==> src/rtl/aes_128_sched_pkg.sv <==
// Shared types and defaults for the AES-128 issue scheduler.
package aes_sched_pkg;

  localparam int unsigned AES_LATENCY    = 21;
  localparam int unsigned AES_FIFO_DEPTH = 32;

  typedef logic [127:0] aes_blk_t;
  typedef logic         req_id_t;

  typedef struct packed {
    logic    valid;
    req_id_t id;
  } tag_t;

endpackage

==> src/rtl/aes_128_sched_if.sv <==
// Request, core and response signals of the AES-128 scheduler.
interface aes_128_sched_if;
  import aes_sched_pkg::*;

  logic     req0_valid;
  logic     req0_ready;
  aes_blk_t req0_state;
  aes_blk_t req0_key;
  logic     req1_valid;
  logic     req1_ready;
  aes_blk_t req1_state;
  aes_blk_t req1_key;
  aes_blk_t core_state;
  aes_blk_t core_key;
  aes_blk_t core_out;
  logic     rsp_valid;
  logic     rsp_ready;
  aes_blk_t rsp_data;
  req_id_t  rsp_id;
  logic     busy;

  // Environment side: requesters, core and response consumer
  modport master (
    output req0_valid, req0_state, req0_key,
    output req1_valid, req1_state, req1_key,
    output core_out, rsp_ready,
    input  req0_ready, req1_ready, core_state, core_key,
    input  rsp_valid, rsp_data, rsp_id, busy
  );

  // Scheduler side
  modport slave (
    input  req0_valid, req0_state, req0_key,
    input  req1_valid, req1_state, req1_key,
    input  core_out, rsp_ready,
    output req0_ready, req1_ready, core_state, core_key,
    output rsp_valid, rsp_data, rsp_id, busy
  );

endinterface

==> src/rtl/aes_128_sched_rsp_fifo.sv <==
// Synchronous response FIFO with a registered head entry.
module aes_rsp_fifo #(
  parameter  int unsigned DEPTH = 32,
  parameter  int unsigned WIDTH = 129,
  localparam int unsigned AW    = $clog2(DEPTH),
  localparam int unsigned CW    = $clog2(DEPTH + 1)
) (
  input  logic             clk,
  input  logic             rst,
  input  logic             push_i,
  input  logic [WIDTH-1:0] push_data_i,
  input  logic             pop_i,
  output logic [WIDTH-1:0] head_o,
  output logic             full_o,
  output logic             empty_o,
  output logic [CW-1:0]    count_o
);

  logic [WIDTH-1:0] mem_q [DEPTH];
  logic [AW-1:0]    wr_ptr_q, wr_ptr_d;
  logic [AW-1:0]    rd_ptr_q, rd_ptr_d;
  logic [CW-1:0]    count_q, count_d;
  logic [WIDTH-1:0] head_q, head_d;
  logic [CW-1:0]    remain;
  logic             push_ok, pop_ok;

  assign full_o  = (count_q == CW'(DEPTH));
  assign empty_o = (count_q == '0);
  assign count_o = count_q;
  assign head_o  = head_q;

  // Pointer/count update and next head selection
  always_comb begin
    push_ok  = push_i && !full_o;
    pop_ok   = pop_i && !empty_o;
    wr_ptr_d = wr_ptr_q + AW'(push_ok);
    rd_ptr_d = rd_ptr_q + AW'(pop_ok);
    count_d  = count_q + CW'(push_ok) - CW'(pop_ok);
    remain   = count_q - CW'(pop_ok);
    // Head register mirrors the next head: bypass the incoming word when
    // the FIFO would otherwise be empty, else read the already-stored entry.
    if (count_d == '0) begin
      head_d = '0;
    end else if (remain == '0) begin
      head_d = push_data_i;
    end else begin
      head_d = mem_q[rd_ptr_d];
    end
  end

  // Storage array; contents need no reset
  always_ff @(posedge clk) begin
    if (push_ok) begin
      mem_q[wr_ptr_q] <= push_data_i;
    end
  end

  // Pointers, count and head register
  always_ff @(posedge clk) begin
    if (rst) begin
      wr_ptr_q <= '0;
      rd_ptr_q <= '0;
      count_q  <= '0;
      head_q   <= '0;
    end else begin
      wr_ptr_q <= wr_ptr_d;
      rd_ptr_q <= rd_ptr_d;
      count_q  <= count_d;
      head_q   <= head_d;
    end
  end

endmodule

==> src/rtl/aes_128_sched.sv <==
// Two-requester round-robin issue scheduler with credit-gated response buffer.
module aes_128_sched
  import aes_sched_pkg::*;
#(
  parameter int unsigned LATENCY    = AES_LATENCY,
  parameter int unsigned FIFO_DEPTH = AES_FIFO_DEPTH
) (
  input logic            clk,
  input logic            rst,
  aes_128_sched_if.slave bus
);

  localparam int unsigned CW = $clog2(FIFO_DEPTH + 1);
  localparam int unsigned SW = CW + 1;

  req_id_t       rr_q, rr_d;
  logic [CW-1:0] inflight_q, inflight_d;
  tag_t          tags_q [LATENCY];
  logic [CW-1:0] fifo_count;
  logic          fifo_full;
  logic          fifo_empty;
  logic [128:0]  fifo_head;
  logic          fifo_push;
  logic          credit;
  logic          grant0, grant1, issue;
  logic          last_valid;

  assign last_valid = tags_q[LATENCY-1].valid;
  assign fifo_push  = last_valid;

  // Arbitration, issue muxing and in-flight count
  always_comb begin
    credit = !fifo_full &&
             ((SW'(inflight_q) + SW'(fifo_count)) < SW'(FIFO_DEPTH));
    grant0 = !rst && credit && bus.req0_valid &&
             (!bus.req1_valid || (rr_q == 1'b0));
    grant1 = !rst && credit && bus.req1_valid &&
             (!bus.req0_valid || (rr_q == 1'b1));
    issue  = grant0 || grant1;
    rr_d   = rr_q;
    if (grant0) begin
      rr_d = 1'b1;
    end else if (grant1) begin
      rr_d = 1'b0;
    end
    bus.core_state = '0;
    bus.core_key   = '0;
    if (grant0) begin
      bus.core_state = bus.req0_state;
      bus.core_key   = bus.req0_key;
    end else if (grant1) begin
      bus.core_state = bus.req1_state;
      bus.core_key   = bus.req1_key;
    end
    inflight_d = inflight_q + CW'(issue) - CW'(last_valid);
  end

  assign bus.req0_ready = grant0;
  assign bus.req1_ready = grant1;

  // Round-robin pointer, in-flight counter and tag shift register
  always_ff @(posedge clk) begin
    if (rst) begin
      rr_q       <= 1'b0;
      inflight_q <= '0;
      for (int unsigned i = 0; i < LATENCY; i++) begin
        tags_q[i] <= '0;
      end
    end else begin
      rr_q       <= rr_d;
      inflight_q <= inflight_d;
      tags_q[0]  <= tag_t'{valid: issue, id: grant1};
      for (int unsigned i = 1; i < LATENCY; i++) begin
        tags_q[i] <= tags_q[i-1];
      end
    end
  end

  aes_rsp_fifo #(
    .DEPTH (FIFO_DEPTH),
    .WIDTH (129)
  ) u_fifo (
    .clk         (clk),
    .rst         (rst),
    .push_i      (fifo_push),
    .push_data_i ({tags_q[LATENCY-1].id, bus.core_out}),
    .pop_i       (bus.rsp_valid && bus.rsp_ready),
    .head_o      (fifo_head),
    .full_o      (fifo_full),
    .empty_o     (fifo_empty),
    .count_o     (fifo_count)
  );

  assign bus.rsp_valid = !fifo_empty;
  assign bus.rsp_id    = fifo_head[128];
  assign bus.rsp_data  = fifo_head[127:0];
  assign bus.busy      = (inflight_q != '0) || (fifo_count != '0);

endmodule

==> src/flat_wrapper.sv <==
// flat-port wrapper written by rule: the top's interface ports become plain ports
module aes_128_sched_flat import aes_sched_pkg::*;
#(
  parameter int unsigned LATENCY    = AES_LATENCY,
  parameter int unsigned FIFO_DEPTH = AES_FIFO_DEPTH
)
  (clk, rst, bus_req0_valid, bus_req0_state, bus_req0_key, bus_req1_valid, bus_req1_state, bus_req1_key, bus_core_out, bus_rsp_ready, bus_req0_ready, bus_req1_ready, bus_core_state, bus_core_key, bus_rsp_valid, bus_rsp_data, bus_rsp_id, bus_busy);
  aes_128_sched_if bus_i ();
  input logic clk;
  input logic rst;
  input wire logic [$bits(bus_i.req0_valid)-1:0] bus_req0_valid;
  input wire logic [$bits(bus_i.req0_state)-1:0] bus_req0_state;
  input wire logic [$bits(bus_i.req0_key)-1:0] bus_req0_key;
  input wire logic [$bits(bus_i.req1_valid)-1:0] bus_req1_valid;
  input wire logic [$bits(bus_i.req1_state)-1:0] bus_req1_state;
  input wire logic [$bits(bus_i.req1_key)-1:0] bus_req1_key;
  input wire logic [$bits(bus_i.core_out)-1:0] bus_core_out;
  input wire logic [$bits(bus_i.rsp_ready)-1:0] bus_rsp_ready;
  output wire logic [$bits(bus_i.req0_ready)-1:0] bus_req0_ready;
  output wire logic [$bits(bus_i.req1_ready)-1:0] bus_req1_ready;
  output wire logic [$bits(bus_i.core_state)-1:0] bus_core_state;
  output wire logic [$bits(bus_i.core_key)-1:0] bus_core_key;
  output wire logic [$bits(bus_i.rsp_valid)-1:0] bus_rsp_valid;
  output wire logic [$bits(bus_i.rsp_data)-1:0] bus_rsp_data;
  output wire logic [$bits(bus_i.rsp_id)-1:0] bus_rsp_id;
  output wire logic [$bits(bus_i.busy)-1:0] bus_busy;
  assign bus_i.req0_valid = bus_req0_valid;
  assign bus_i.req0_state = bus_req0_state;
  assign bus_i.req0_key = bus_req0_key;
  assign bus_i.req1_valid = bus_req1_valid;
  assign bus_i.req1_state = bus_req1_state;
  assign bus_i.req1_key = bus_req1_key;
  assign bus_i.core_out = bus_core_out;
  assign bus_i.rsp_ready = bus_rsp_ready;
  assign bus_req0_ready = bus_i.req0_ready;
  assign bus_req1_ready = bus_i.req1_ready;
  assign bus_core_state = bus_i.core_state;
  assign bus_core_key = bus_i.core_key;
  assign bus_rsp_valid = bus_i.rsp_valid;
  assign bus_rsp_data = bus_i.rsp_data;
  assign bus_rsp_id = bus_i.rsp_id;
  assign bus_busy = bus_i.busy;
  aes_128_sched #(.LATENCY(LATENCY), .FIFO_DEPTH(FIFO_DEPTH)) u_core (.clk(clk), .rst(rst), .bus(bus_i));
endmodule
==> config.mk <==
export PLATFORM = sky130hd
export DESIGN_NAME = aes_128_sched_flat
export DESIGN_NICKNAME = d
export VERILOG_FILES = /design/src/rtl/aes_128_sched_pkg.sv /design/src/rtl/aes_128_sched_if.sv /design/src/rtl/aes_128_sched_rsp_fifo.sv /design/src/rtl/aes_128_sched.sv /design/src/flat_wrapper.sv
export SDC_FILE = /design/constraint.sdc
export NUM_CORES = 2
export LEC_CHECK = 0
export BUFFER_PORTS_ARGS = -buffer_cell sky130_fd_sc_hd__buf_2
export CORE_MARGIN = 5
export CORE_UTILIZATION = 28
export DETAILED_ROUTE_END_ITERATION = 8
export GPL_ROUTABILITY_DRIVEN = 0
export HOLD_SLACK_MARGIN = 0.02
export MAX_ROUTING_LAYER = met4
export PLACE_DENSITY = 0.49
export SLEW_MARGIN = 20
export SYNTH_ARGS = -nofsm -noshare
export SYNTH_HDL_FRONTEND = slang
export SYNTH_MEMORY_MAX_BITS = 65536
export SYNTH_SLANG_ARGS = --single-unit
==> constraint.sdc <==
create_clock -name clk -period 19.6 [get_ports clk]
set_clock_uncertainty 0.05 [all_clocks]
set_input_delay 3.92 -clock clk [delete_from_list [all_inputs] [get_ports clk]]
set_output_delay 3.92 -clock clk [all_outputs]
set_load 0.005 [all_outputs]
== Yosys cells after proc, flatten, opt, wreduce, memory -nomap -nowiden ==
Memories as Yosys holds them, arrays and structs flattened.
Index checks and enable logic that the tools add are counted.
Storage, ports and cells
  input bits: 645
  register bits after elaboration: 152
  memory bits (writable): 4170
  output and inout bits: 389
  memories kept: 2
Cells by class
  $add $sub $neg: 8
  muxes and demuxes: 33
  equal/unequal tests: 1
  $lt $le $gt $ge: 1
  reduce and logical (&&, ||, !) cells: 25
  bitwise operators: 22
Memories
  u_core.u_fifo.mem_q: depth 32, bits a word 129, read ports 1, clocked after memory_dff 0, write ports 1, RTL line aes_128_sched_rsp_fifo.sv:19  | logic [WIDTH-1:0] mem_q [DEPTH];
  u_core.tags_q: depth 21, bits a word 2, read ports 21, clocked after memory_dff 0, write ports 21, RTL line aes_128_sched.sv:18  | tag_t tags_q [LATENCY];
Operator list (count)
  $mux W128: 4
  $mux W129: 1
  $mux W2: 21
  $or A1 B1 Y1: 21
  $logic_not A6 Y1: 3
  $sub A6 B1 Y6: 3
  $add A6 B1 Y6: 2
  $reduce_bool A6 Y1: 2
  $add A5 B1 Y5: 2
  $logic_and A1 B1 Y1: 9
  $add A6 B6 Y7: 1
  $lt A7 B6 Y1 const B: 1
  $mux W1: 7
  $eq A6 B6 Y1 const B: 1
  $logic_not A1 Y1: 5
  $logic_or A1 B1 Y1: 4
  $reduce_bool A2 Y1: 1
  $reduce_or A2 Y1: 1
  $not A1 Y1: 1

== Logic depth before layout (Yosys ltp) ==
  word-level depth: 9
  depth in mapped cells: 18

== Modules after synthesis ==
From an unflattened synthesis, not the netlist that was laid out.
Unflattened totals
  cells, all modules: 11702
  area, all modules: 170568.6 µm²
By module, submodules not included
  aes_rsp_fifo: times used 1, area an instance 166302.0 µm², cells an instance 11229
  aes_128_sched: times used 1, area an instance 4266.6 µm², cells an instance 473

== Worst setup path after synthesis ==
No wires, ideal clock.
  kind: input to output
  start point: in rst
  end point: out bus_core_state[108]
  data arrival time: 5508 ps
  data required time: 15630 ps
  cell stages on the path: 9
  path buffers: 3
  path slack: 10122 ps
  cell sequence: clkbuf_1 > nor4_1 > nand3_1 > a31oi_1 > nand2_1 > a21oi_2 > buf_2 > buf_1 > a22o_1
Between the ends
  word-level cells in the longest chain between the ends: 6
  elaborated cells between the ends (all ways): 8
  classes of those cells: mux (2); reduce/logical (6)
RTL lines
  start, declared: RTL line flat_wrapper.sv:10  | input logic rst;
  $logic_not A1 Y1 *: RTL line aes_128_sched.sv:35, aes_128_sched.sv:37
  $logic_and A1 B1 Y1 *: RTL line aes_128_sched.sv:35, aes_128_sched.sv:37
  $logic_and A1 B1 Y1 (2 in a row): RTL line aes_128_sched.sv:37  | grant1 = !rst && credit && bus.req1_valid &&
  $mux W128: RTL line aes_128_sched.sv:51  | end else if (grant1) begin
  $mux W128 *: RTL line aes_128_sched.sv:48  | if (grant0) begin
  end, declared: RTL line flat_wrapper.sv:21  | output wire logic [$bits(bus_i.core_state)-1:0] bus_core_state;
Every way passes the cells marked *; elsewhere a longest branch is shown, timed or not.

== Final worst setup path ==
  start point: in rst
  end point: out bus_core_state[69]
Same word-level chain as after synthesis.

==> metrics.cfg <==
[cts]
tritoncts = done
cts_hold_buf = 0
worstSkewPairLatency_ns = 1.03
clkSlewWorstSetupHoldPaths_ns = 0.07
cts_buffers = 442
cts_resized = 0
cts_sinks = 4322
cts_setup_buffers = 0
cts_buffer_depth = 4
htreeDepth = 5
cts_root_buf = clkbuf_16

[synthesis]
yosysWarnings = 0
synthAdderAreaFrac_pct = 0.2428
synth_nets = 8629
syn_avg_cell_area_sq_um = 20.87
synth_area_leaders = edfxtp_1 (75%), mux4_2 (14%), dfxtp_1 (2.3%)
synth-xor-area-share_pct = 0.1033
postSynthCellCount = 7953
synthSimpleGateAreaFrac_pct = 2.903
netlist.area_leader.share_pct = 74.69
syn-cell-area_sq_um = 166000
seq_area_frac_synth_pct = 77.03
synth_compound_area_share_pct = 3.318
yosysUniqueCellTypes = 73
synth_largest_area_cell = edfxtp_1
synth_top_family_by_area = multiplexers
ys_ff_latch = 4322
ys.flop_type = edfxtp_1
muxShareOfSynthArea_pct = 14.99
synthTopCellsByCount = edfxtp_1 (4128), mux4_2 (1044), nand2_1 (669), a22o_1 (251), a21oi_1 (225)
synth_edf_count = 4128
yosysMostFrequentCell = edfxtp_1
synthArstFlopShare_pct = 0

[min_path]
hold_path.class = flop to flop

[pwr]
power.density_nw_per_um2 = 126.3
seq_power_share_pct = 41.6
p_leak_uw = 0.06193
clock_power_share_pct = 33.5
switchingPower_uw = 6960
switching_share_pct = 28.03
ir_drop_uv = 137.5
p_int_uw = 17870
p_comb_share_pct = 24.9

[setup_path]
startpoint = rst
r2r_start = u_core.u_fifo.count_o[3]
r2r_cells = 13
max_stage_delay_ns = 0.54
critPathKind = primary input to primary output
reg2reg_slack_ns = 12.87
crit_fanout = 205
crit_buf_inv = 5
start_kind = primary input
r2r-end = u_core.u_fifo.head_o[43]
cp.arrival_ns = 7.43
crit_path_end_kind = primary output
critPathTopFamily = buffers and inverters
cp_cell_sequence = buf_2 > buf_4 > nor4_1 > nand3_1 > a31oi_1 > nand2_1 > a21oi_4 > buf_4 > buf_12 > a22o_1 > buf_2
worstSetupPathDepth = 11
cp.required_ns = 15.63
slowest_stage = buf_12
endpoint = bus_core_state[69]

[layout]
fillCellCount = 55963
regArea_sq_um = 127800
multiInputGateArea_sq_um = 36200
finish.utilization_pct = 33.31
finalInstanceArea_sq_um = 196600
nets = 9821
area_delta_synth_final_pct = 18.47
drive_gt1_share_pct = 31.25
fin_cells = 17858

[timing]
max_slew_margin_pct = 7.974
fmax_mhz = 87.76
rsz0062_at_grt = false
fin_crit_sh_pct = 58.14
setup_viol = 0
slew_viol_final = 0
tightest_slew_ns = 1.380
min_period_ns = 11.40
fin_setup_tns_ns = 0
hold_viol = 0

[grt]
grt_overflow = 0
grt_pass1_vias = 88684
antenna_found_initial = 343
grt_max_degree = 206
grt_pass1_wl_um = 900300
grt_usage_pct = 22.84

[drt]
vias = 89800
wire_per_inst_um = 38.63
drtPass1Iterations = 5
drt.antenna.violating_nets = 0
dr.first_iter.drc_count = 9036
avgViaCountPerCell = 5.029
drt-total-wl_um = 689800
drc = 0

[floorplanning]
fp.dieW_um = 779.9
rows = 282
fp.coreArea_sq_um = 590300
pin_count = 1034
initial_utilization_pct = 28.12
die-area_sq_um = 608200
die_y_um = 779.9

[placed_design]
port_buffers = 1033
placed_cell_area_sq_um = 181000
dp.cells = 16510
place_hpwl_um = 411800

[outcome]
status = finished clean

[flow_run]
cap_violations = 0

## worst reg2reg max path, stage by stage, from the launching register on
cell and delay (ns):
dfxtp_1 0.45, inv_1 0.13, ha_1 0.23, and4_1 0.28, nor2b_2 0.44, ha_4 0.36
ha_4 0.53, buf_4 0.75, buf_4 0.91, buf_4 0.98, mux4_2 0.61, mux4_2 0.48
o21ai_1 0.15, o21ai_1 0.15
## metrics by stage
step	power, uW	hold slack, ns	worst slack, ns
2_1_floorplan	14880	0.3638	10.12
3_3_place_gp	16800	0.3729	8.592
3_5_place_dp	16830	0.3717	8.366
4_1_cts	25170	0.3649	8.356
5_1_grt	25910	0.3926	8.086
6_report	24830	0.3823	8.205
## logic make-up (layout without fill, tap and decap cells)
logic type | count (synthesis) | count (layout)
muxes | 1180 | 1180
and+or+nand+nor | 1098 | 1098
buffers and inverters | 511 | 2072
other | 0 | 534
adders and majority gates | 31 | 31
AOI/OAI and AO/OA | 794 | 794
DFF | 4322 | 4322
xor gates and xnor gates | 17 | 17
## area by class of cell
class | instances | share of cell area, %
flip-flops and latches | 4322 | 65.03
multi-input cells | 3120 | 18.41
clock buffers | 601 | 6.182
well taps | 7810 | 4.970
repair buffers | 1234 | 3.610
clock inverters | 212 | 1.073
diodes | 534 | 0.6797
inverters | 25 | 0.04773
## how the worst min path moves through the flow
stage | startpoint | endpoint | slack (ns) | cells past startpoint
after global routing | u_core.tags_q[0][36] | u_core.tags_q[0][38] | 0.39 | 1
after floorplan | u_core.tags_q[0][8] | u_core.tags_q[0][10] | 0.36 | 1
after detailed placement | u_core.tags_q[0][34] | u_core.tags_q[0][36] | 0.37 | 1
final | u_core.tags_q[0][36] | u_core.tags_q[0][38] | 0.38 | 1
after CTS | u_core.tags_q[0][36] | u_core.tags_q[0][38] | 0.36 | 1
after global placement | u_core.tags_q[0][39] | u_core.tags_q[0][41] | 0.37 | 1
## power by group through the flow
stage          clock network, uW  logic [uW]  registers (uW)
2_1_floorplan                  0        4410           10500
3_3_place_gp                   0        6260           10500
3_5_place_dp                   0        6290           10500
4_1_cts                     8510        6310           10300
5_1_grt                     8900        6670           10300
6_report                    8310        6190           10300
## sequential cells by signal, indices dropped and copies added (netlist names)
name                    count
u_core.u_fifo.mem_q      4128
u_core.u_fifo.head_o      129
u_core.tags_q              42
u_core.inflight_q           6
u_core.u_fifo.count_o       6
u_core.u_fifo.rd_ptr_q      5
u_core.u_fifo.wr_ptr_q      5
u_core.rr_q                 1
## cell usage in the layout, fill, tap and decap left out, types with 65 or more instances in the layout
cell type	instances
nand3_1	138
buf_2	1033
o21ai_0	67
clkinv_1	75
a22o_1	250
nand2_1	668
mux4_2	1044
a21oi_1	225
clkbuf_1	115
edfxtp_1	4128
mux2i_1	134
clkbuf_16	447
dfxtp_1	192
diode_2	534
nor2_1	65
buf_4	166
## per-layer routing
layer | up-vias | share of wire [%] | track usage, % | wire length, um
li1 | 36063 | - | - | -
met1 | 48346 | 35 | 24.78 | 244600
met2 | 3960 | 51 | 38.36 | 353600
met3 | 1431 | 6.7 | 5.271 | 45990
met4 | 0 | 6.6 | 13.36 | 45620
met5 | - | 0 | - | 0
Power figures use the tool's default switching activity.
